--- config.mk ---
export PLATFORM = sky130hd
export DESIGN_NAME = me_frame_scheduler
export DESIGN_NICKNAME = d
export VERILOG_FILES = /design/src/rtl/me_frame_scheduler.sv
export SDC_FILE = /design/constraint.sdc
export NUM_CORES = 1
export LEC_CHECK = 0
export ABC_AREA = 0
export CAP_MARGIN = 0
export CELL_PAD_IN_SITES_DETAIL_PLACEMENT = 0
export CELL_PAD_IN_SITES_GLOBAL_PLACEMENT = 1
export CORE_MARGIN = 1.5
export CORE_UTILIZATION = 47
export DETAILED_ROUTE_END_ITERATION = 16
export PLACE_DENSITY_LB_ADDON = 0.25
export SYNTH_ARGS = -nofsm -noshare
export SYNTH_HDL_FRONTEND = slang
export SYNTH_SLANG_ARGS = --single-unit
--- constraint.sdc ---
create_clock -name clk -period 3.1 [get_ports clk]
set_input_delay 0.62 -clock clk [delete_from_list [all_inputs] [get_ports clk]]
set_output_delay 0.62 -clock clk [all_outputs]
set_load 0.03 [all_outputs]
--- src/rtl/me_frame_scheduler.sv ---
// rtl/me_frame_scheduler.sv - frame-level macroblock sequencer for the ME core
//
// Purpose:
//   Walks macroblock coordinates of a frame in raster order and enables the
//   ME core for one block at a time. The MSAD result of each block is queued,
//   together with its coordinates, in a first-word fall-through result FIFO.
//   A per-block watchdog aborts the frame when the core never answers.
//
// Ports:
//   clk               system clock
//   rst               synchronous active-low reset
//   start_i           frame start pulse, honoured only while idle
//   frame_w_i         frame width in blocks (latched at start)
//   frame_h_i         frame height in blocks (latched at start)
//   me_en_o           ME core enable, high for the whole block
//   me_block_start_o  pulse on the first cycle of each block
//   me_data_valid_i   ME core result strobe
//   me_msad_i         ME core minimum SAD
//   me_msad_col_i     ME core MSAD column
//   me_msad_row_i     ME core MSAD row
//   res_valid_o       result FIFO head valid
//   res_ready_i       downstream accepts the head entry
//   res_data_o        {blk_y, blk_x, msad_row, msad_col, msad}
//   busy_o            scheduler is not idle
//   done_o            one-cycle pulse when a frame has fully drained
//   timeout_o         sticky watchdog flag, cleared by the next start
module me_frame_scheduler #(
  parameter int SAD_BIT_WIDTH  = 14,
  parameter int COORD_W        = 8,
  parameter int FIFO_DEPTH     = 4,
  parameter int TIMEOUT_CYCLES = 1023
) (
  input  logic                                   clk,
  input  logic                                   rst,
  input  logic                                   start_i,
  input  logic [COORD_W-1:0]                     frame_w_i,
  input  logic [COORD_W-1:0]                     frame_h_i,
  output logic                                   me_en_o,
  output logic                                   me_block_start_o,
  input  logic                                   me_data_valid_i,
  input  logic [SAD_BIT_WIDTH-1:0]               me_msad_i,
  input  logic [4:0]                             me_msad_col_i,
  input  logic [4:0]                             me_msad_row_i,
  output logic                                   res_valid_o,
  input  logic                                   res_ready_i,
  output logic [2*COORD_W+10+SAD_BIT_WIDTH-1:0]  res_data_o,
  output logic                                   busy_o,
  output logic                                   done_o,
  output logic                                   timeout_o
);

  localparam int DATA_W = 2*COORD_W + 10 + SAD_BIT_WIDTH;
  localparam int PTR_W  = $clog2(FIFO_DEPTH);
  localparam int CNT_W  = PTR_W + 1;
  localparam int WD_W   = $clog2(TIMEOUT_CYCLES + 1);

  localparam logic [CNT_W-1:0]   DEPTH_C = CNT_W'(FIFO_DEPTH);
  localparam logic [WD_W-1:0]    TO_C    = WD_W'(TIMEOUT_CYCLES);
  localparam logic [COORD_W-1:0] ONE_C   = COORD_W'(1);

  typedef enum logic [2:0] {
    S_IDLE,
    S_ISSUE,
    S_BUSY,
    S_NEXT,
    S_HOLD,
    S_FINISH
  } state_t;

  state_t r_state;
  state_t w_state_nxt;

  // Frame geometry and current block
  logic [COORD_W-1:0] r_w;
  logic [COORD_W-1:0] r_h;
  logic [COORD_W-1:0] r_x;
  logic [COORD_W-1:0] r_y;

  logic [WD_W-1:0]    r_wd;
  logic               r_timeout;
  logic               r_done;

  // Result FIFO storage
  logic [DATA_W-1:0]  r_mem [FIFO_DEPTH];
  logic [PTR_W-1:0]   r_wr_ptr;
  logic [PTR_W-1:0]   r_rd_ptr;
  logic [CNT_W-1:0]   r_count;

  logic               w_push;
  logic               w_pop;
  logic               w_fifo_nempty;
  logic               w_has_room;
  logic               w_room_or_pop;
  logic               w_last_x;
  logic               w_last_blk;
  logic               w_wd_hit;
  logic [WD_W-1:0]    w_wd_inc;
  logic [DATA_W-1:0]  w_push_data;

  // ---------------------------------------------------------------------------
  // Datapath helpers
  // ---------------------------------------------------------------------------
  assign w_last_x   = (r_x == r_w - ONE_C);
  assign w_last_blk = w_last_x && (r_y == r_h - ONE_C);

  // Saturating watchdog; the hit is taken on the cycle whose increment
  // reaches the limit, so a block gets exactly TIMEOUT_CYCLES BUSY cycles.
  assign w_wd_inc = (r_wd == TO_C) ? r_wd : r_wd + WD_W'(1);
  assign w_wd_hit = (w_wd_inc == TO_C);

  assign w_fifo_nempty = (r_count != '0);
  assign w_pop         = w_fifo_nempty && res_ready_i;
  // Only BUSY pushes; ISSUE is entered only with a free slot, so the push
  // can never overflow.
  assign w_push        = (r_state == S_BUSY) && me_data_valid_i;
  assign w_has_room    = (r_count < DEPTH_C);
  assign w_room_or_pop = w_has_room || w_pop;
  assign w_push_data   = {r_y, r_x, me_msad_row_i, me_msad_col_i, me_msad_i};

  // ---------------------------------------------------------------------------
  // FSM: next state and state-decoded outputs
  // ---------------------------------------------------------------------------
  always_comb begin
    w_state_nxt      = r_state;
    me_en_o          = 1'b0;
    me_block_start_o = 1'b0;
    busy_o           = 1'b1;
    unique case (r_state)
      S_IDLE: begin
        busy_o = 1'b0;
        if (start_i) begin
          if ((frame_w_i == '0) || (frame_h_i == '0)) begin
            w_state_nxt = S_FINISH;
          end else begin
            w_state_nxt = S_ISSUE;
          end
        end
      end
      S_ISSUE: begin
        me_en_o          = 1'b1;
        me_block_start_o = 1'b1;
        w_state_nxt      = S_BUSY;
      end
      S_BUSY: begin
        me_en_o = 1'b1;
        // A result in the same cycle as the watchdog hit still counts.
        if (me_data_valid_i) begin
          w_state_nxt = S_NEXT;
        end else if (w_wd_hit) begin
          w_state_nxt = S_IDLE;
        end
      end
      S_NEXT: begin
        if (w_last_blk) begin
          w_state_nxt = S_FINISH;
        end else if (w_has_room) begin
          w_state_nxt = S_ISSUE;
        end else begin
          w_state_nxt = S_HOLD;
        end
      end
      S_HOLD: begin
        if (w_room_or_pop) begin
          w_state_nxt = S_ISSUE;
        end
      end
      S_FINISH: begin
        if (!w_fifo_nempty) begin
          w_state_nxt = S_IDLE;
        end
      end
      default: begin
        w_state_nxt = S_IDLE;
      end
    endcase
  end

  // ---------------------------------------------------------------------------
  // State, coordinates, watchdog, status flags and FIFO pointers
  // ---------------------------------------------------------------------------
  always_ff @(posedge clk) begin
    if (!rst) begin
      r_state   <= S_IDLE;
      r_w       <= '0;
      r_h       <= '0;
      r_x       <= '0;
      r_y       <= '0;
      r_wd      <= '0;
      r_timeout <= 1'b0;
      r_done    <= 1'b0;
      r_wr_ptr  <= '0;
      r_rd_ptr  <= '0;
      r_count   <= '0;
    end else begin
      r_state <= w_state_nxt;
      // done is raised together with the return to IDLE so busy_o and
      // done_o change on the same edge.
      r_done  <= (r_state == S_FINISH) && (w_state_nxt == S_IDLE);

      case (r_state)
        S_IDLE: begin
          if (start_i) begin
            r_w       <= frame_w_i;
            r_h       <= frame_h_i;
            r_x       <= '0;
            r_y       <= '0;
            r_timeout <= 1'b0;
          end
        end
        S_ISSUE: begin
          r_wd <= '0;
        end
        S_BUSY: begin
          r_wd <= w_wd_inc;
          if (!me_data_valid_i && w_wd_hit) begin
            r_timeout <= 1'b1;
          end
        end
        S_NEXT: begin
          // The last block leaves the counters in range.
          if (!w_last_blk) begin
            if (w_last_x) begin
              r_x <= '0;
              r_y <= r_y + ONE_C;
            end else begin
              r_x <= r_x + ONE_C;
            end
          end
        end
        default: begin
        end
      endcase

      if (w_push) begin
        r_wr_ptr <= r_wr_ptr + PTR_W'(1);
      end
      if (w_pop) begin
        r_rd_ptr <= r_rd_ptr + PTR_W'(1);
      end
      if (w_push && !w_pop) begin
        r_count <= r_count + CNT_W'(1);
      end else if (!w_push && w_pop) begin
        r_count <= r_count - CNT_W'(1);
      end
    end
  end

  // Storage needs no reset; the head is masked while the FIFO is empty.
  always_ff @(posedge clk) begin
    if (w_push) begin
      r_mem[r_wr_ptr] <= w_push_data;
    end
  end

  assign res_valid_o = w_fifo_nempty;
  assign res_data_o  = w_fifo_nempty ? r_mem[r_rd_ptr] : '0;
  assign done_o      = r_done;
  assign timeout_o   = r_timeout;

endmodule

==> flow_summary.yaml <==
worst_setup_path:
  critical_path.reg2reg.endpoint: "r_y[7]"
  r2r_setup_slack_ns: 0.18
  timing.critical_path.required_ns: 2.48
  path_max_fanout: 20
  critical_path.startpoint_type: "register"
  timing.reg2reg.worst_path_depth: 9
  r2r_start: "r_w[3]"
  setup.worst_path.class: "register to output port"
  critPathCaptureType: "output port"
  cp_data_arrival_time_ns: 2.37
run:
  max_cap_viol_count: 0
cells_and_area:
  finalNetCount: 829
  design_area_um2: 11500
  drive_above_1_share: 0.155
  synthToLayoutAreaGrowth_pct: 23.5
  final-seq-area_um2: 5930
  multiInputGateArea_um2: 3190
  antenna_cells: 0
  n_fill_cell: 1537
die:
  io_pins: 91
  initial_core_utilization: 0.478
  design.core.area_um2: 19500
  fp-row-count: 51
  dieHeight_um: 144
  die_x_um: 144
  die_area_um2: 20600
grt:
  largest_net_degree_at_the_start_of_global_routing: 42
  antenna_found_initial: 0
  vias_in_the_first_global_route: 5842
  grt.overflow.total: 0
  track_usage: 0.183
  grt_first_pass_wirelength_um: 29800
routing:
  m1WireLength_um: 8760
  met2_wirelength_um: 8640
  top_signal_layer_used: "met4"
  drt_first_pass_iters: 4
  detail_route.iter0.violations: 347
  route.final.wire_length_um: 18500
  routedWlPerCell_um: 17.5
  vias_post_dr: 5746
  post_drt_via_cell_ratio: 5.45
  route.antenna.remaining_nets: 0
  drcViolationCount: 0
  wl_met3_um: 798
synth:
  postSynthRegisterBits: 216
  average_size_of_a_mapped_cell_um2: 13.9
  synth_seq_area_share: 0.637
  netlist-cell-type-count: 56
  synth_flop_type: "edfxtp_1"
  synth.cell_area_um2: 9300
  synth-edff-count: 160
  yosysTopAreaCellShare: 0.517
  post-synth-top-area-cell: "edfxtp_1"
  syn-instance-count: 667
  ys_async_sr_fraction: 0
  yosysWarningCount: 0
  post_synth_main_area_contributors: "edfxtp_1 (52%), dfxtp_1 (12%), mux4_2 (9.7%), and2_1 (3.4%), nand2_1 (2.6%)"
  synth_nets: 723
clock_tree:
  clk_pin_slew_worst_paths_ns: 0.06
  root_buffer: "clkbuf_16"
  depth_of_the_cts_h_tree: 1
  clock_sink_count: 216
  clkLatencyLatePin_ns: 0.48
  cts_tree: "built"
  clock_path_buffers: 3
  cts_inserted_buffers: 23
  cts_stage_hold_buffer_count: 0
placement:
  globalplace.congestion: 0.866
  cell_area_after_placement_um2: 10600
  dpl.hpwl_um: 11300
  count_of_port_buffers_added_during_placement: 90
min_path:
  whs_path_depth: 2
  min_delay_worst_endpoint: "r_h[7]"
  timing.hold.worst.class: "register to register"
  hold_path_startpoint: "r_h[7]"
power_and_ir_drop:
  ir_worst_vdd_mv: 0.409
  p_leak_nw: 3.89
  powerDensity_nw_per_um2: 797
timing:
  finalHoldViolCount: 0
  timing_worst_slew_pin_value_ns: 0.530
  timing.max_slew.rel_slack: 0.644
  final-max-slew-violation-count: 0
  setup-tns-final_ns: 0
  clock_skews_ns: 0.0115
  final.hold.worst_slack_ns: 0.483
  final_period_minus_worst_setup_slack_ns: 2.99
  min_period_over_period: 0.963
  setup_viol_count_final: 0
  max_clock_freq_mhz: 335
  grt_setup_unrepaired: "false"
run_status:
  outcome: "completed"
routing by layer:
metal / GRT usage / up-vias
li1: - / 2725
met2: 0.306 / 123
met4: 0.0451 / 0
met1: 0.253 / 2877
met5: 0 / -
met3: 0.0260 / 21
worst max-delay path by stage:
stage                          endpoint  slack, ns
after floorplan                  r_y[7]       0.33
after global routing      res_data_o[0]      0.008
after CTS                 res_data_o[6]     0.0003
after global placement           r_y[4]       0.23
after detailed placement         r_y[7]       0.19
final                     res_data_o[6]       0.11
metrics by stage:
step	std cells	util	worst slack, ns	power [mW]
after floorplan	667	-	0.335	5.27
final	1054	0.590	0.114	9.15
after CTS	1053	0.588	0.000266	9.21
after detailed placement	1012	0.547	0.190	6.44
after global placement	1012	0.547	0.232	6.41
after global routing	1054	0.590	0.00767	9.57
Yosys cell counts (3+ instances only):
master,instances
nor2_1,29
nor3_1,4
edfxtp_1,160
nand3_1,13
nor4_1,8
dfxtp_1,56
o21ai_0,25
nand2_1,65
or3_1,7
inv_1,15
and2_1,51
xor2_1,11
ha_1,10
a21boi_0,21
a21oi_1,19
mux4_2,40
mux2i_1,7
nor2b_1,9
nand4_1,5
clkbuf_1,27
and3_1,11
or4_1,4
xnor2_1,20
a31oi_1,3
critical path: stages, from the launching register on:
cell and delay [ns]:
dfxtp_2 0.38, buf_16 0.23, mux4_2 0.51, and2_1 0.16, clkdlybuf4s50_1 0.60
logic make-up after synthesis:
group | count (synthesis) | synth area share
muxes | 48 | 0.106
DFF | 216 | 0.637
xor gates and xnor gates | 31 | 0.0292
AOI/OAI and AO/OA | 95 | 0.0687
adders and majority gates | 11 | 0.0156
buffers and inverters | 47 | 0.0210
and+or+nand+nor | 219 | 0.123
layout make-up:
type / instances / area share
Sequential cell: 216 / 0.516
Multi-Input combinational cell: 404 / 0.278
Timing Repair Buffer: 113 / 0.0997
Clock buffer: 28 / 0.0544
Tap cell: 265 / 0.0289
Clock inverter: 13 / 0.0178
Inverter: 15 / 0.00490
cells in the final DEF (no fill, tap or decap), types with 3 or more instances in the layout:
cell,netlist,layout
edfxtp_1,160,160
nand2_1,65,65
clkdlybuf4s50_1,0,64
dfxtp_1,56,52
and2_1,51,50
mux4_2,40,40
nor2_1,29,29
o21ai_0,25,25
dlygate4sd2_1,0,25
clkbuf_16,0,24
a21boi_0,21,21
xnor2_1,20,20
a21oi_1,19,19
buf_4,1,16
inv_1,15,15
nand3_1,13,13
xor2_1,11,11
ha_1,10,10
nor2b_1,9,9
nor4_1,8,8
or3_1,7,7
and3_1,11,7
mux2i_1,7,7
nand4_1,5,5
bufinv_16,0,5
buf_12,0,5
and3_2,0,4
or4_1,4,4
nor3_1,4,4
dfxtp_2,0,4
clkinv_2,0,4
clkbuf_8,0,3
clkinvlp_4,0,3
timing repair:
item,in CTS,in global routing
cloned,0,1
pin swaps,0,1
endpoints found under the setup margin,31,19
resized for setup,28,3
setup buffers,0,0
report_power, final:
part           internal, mW  switching (mW)
logic                  1.28            1.68
clock network          1.85            1.07
registers              3.18          0.0832
total                  6.31            2.84
registers in the layout, indices dropped and copies added, names as in the netlist, named ones only:
register and cells:
r_y 8, timeout_o 1, r_state 3, r_x 8, r_wd 10, done_o 1
r_count 3, r_h 8, r_wr_ptr 2, r_w 8, r_rd_ptr 2, r_mem 160
(Power assumes the default switching activity.)
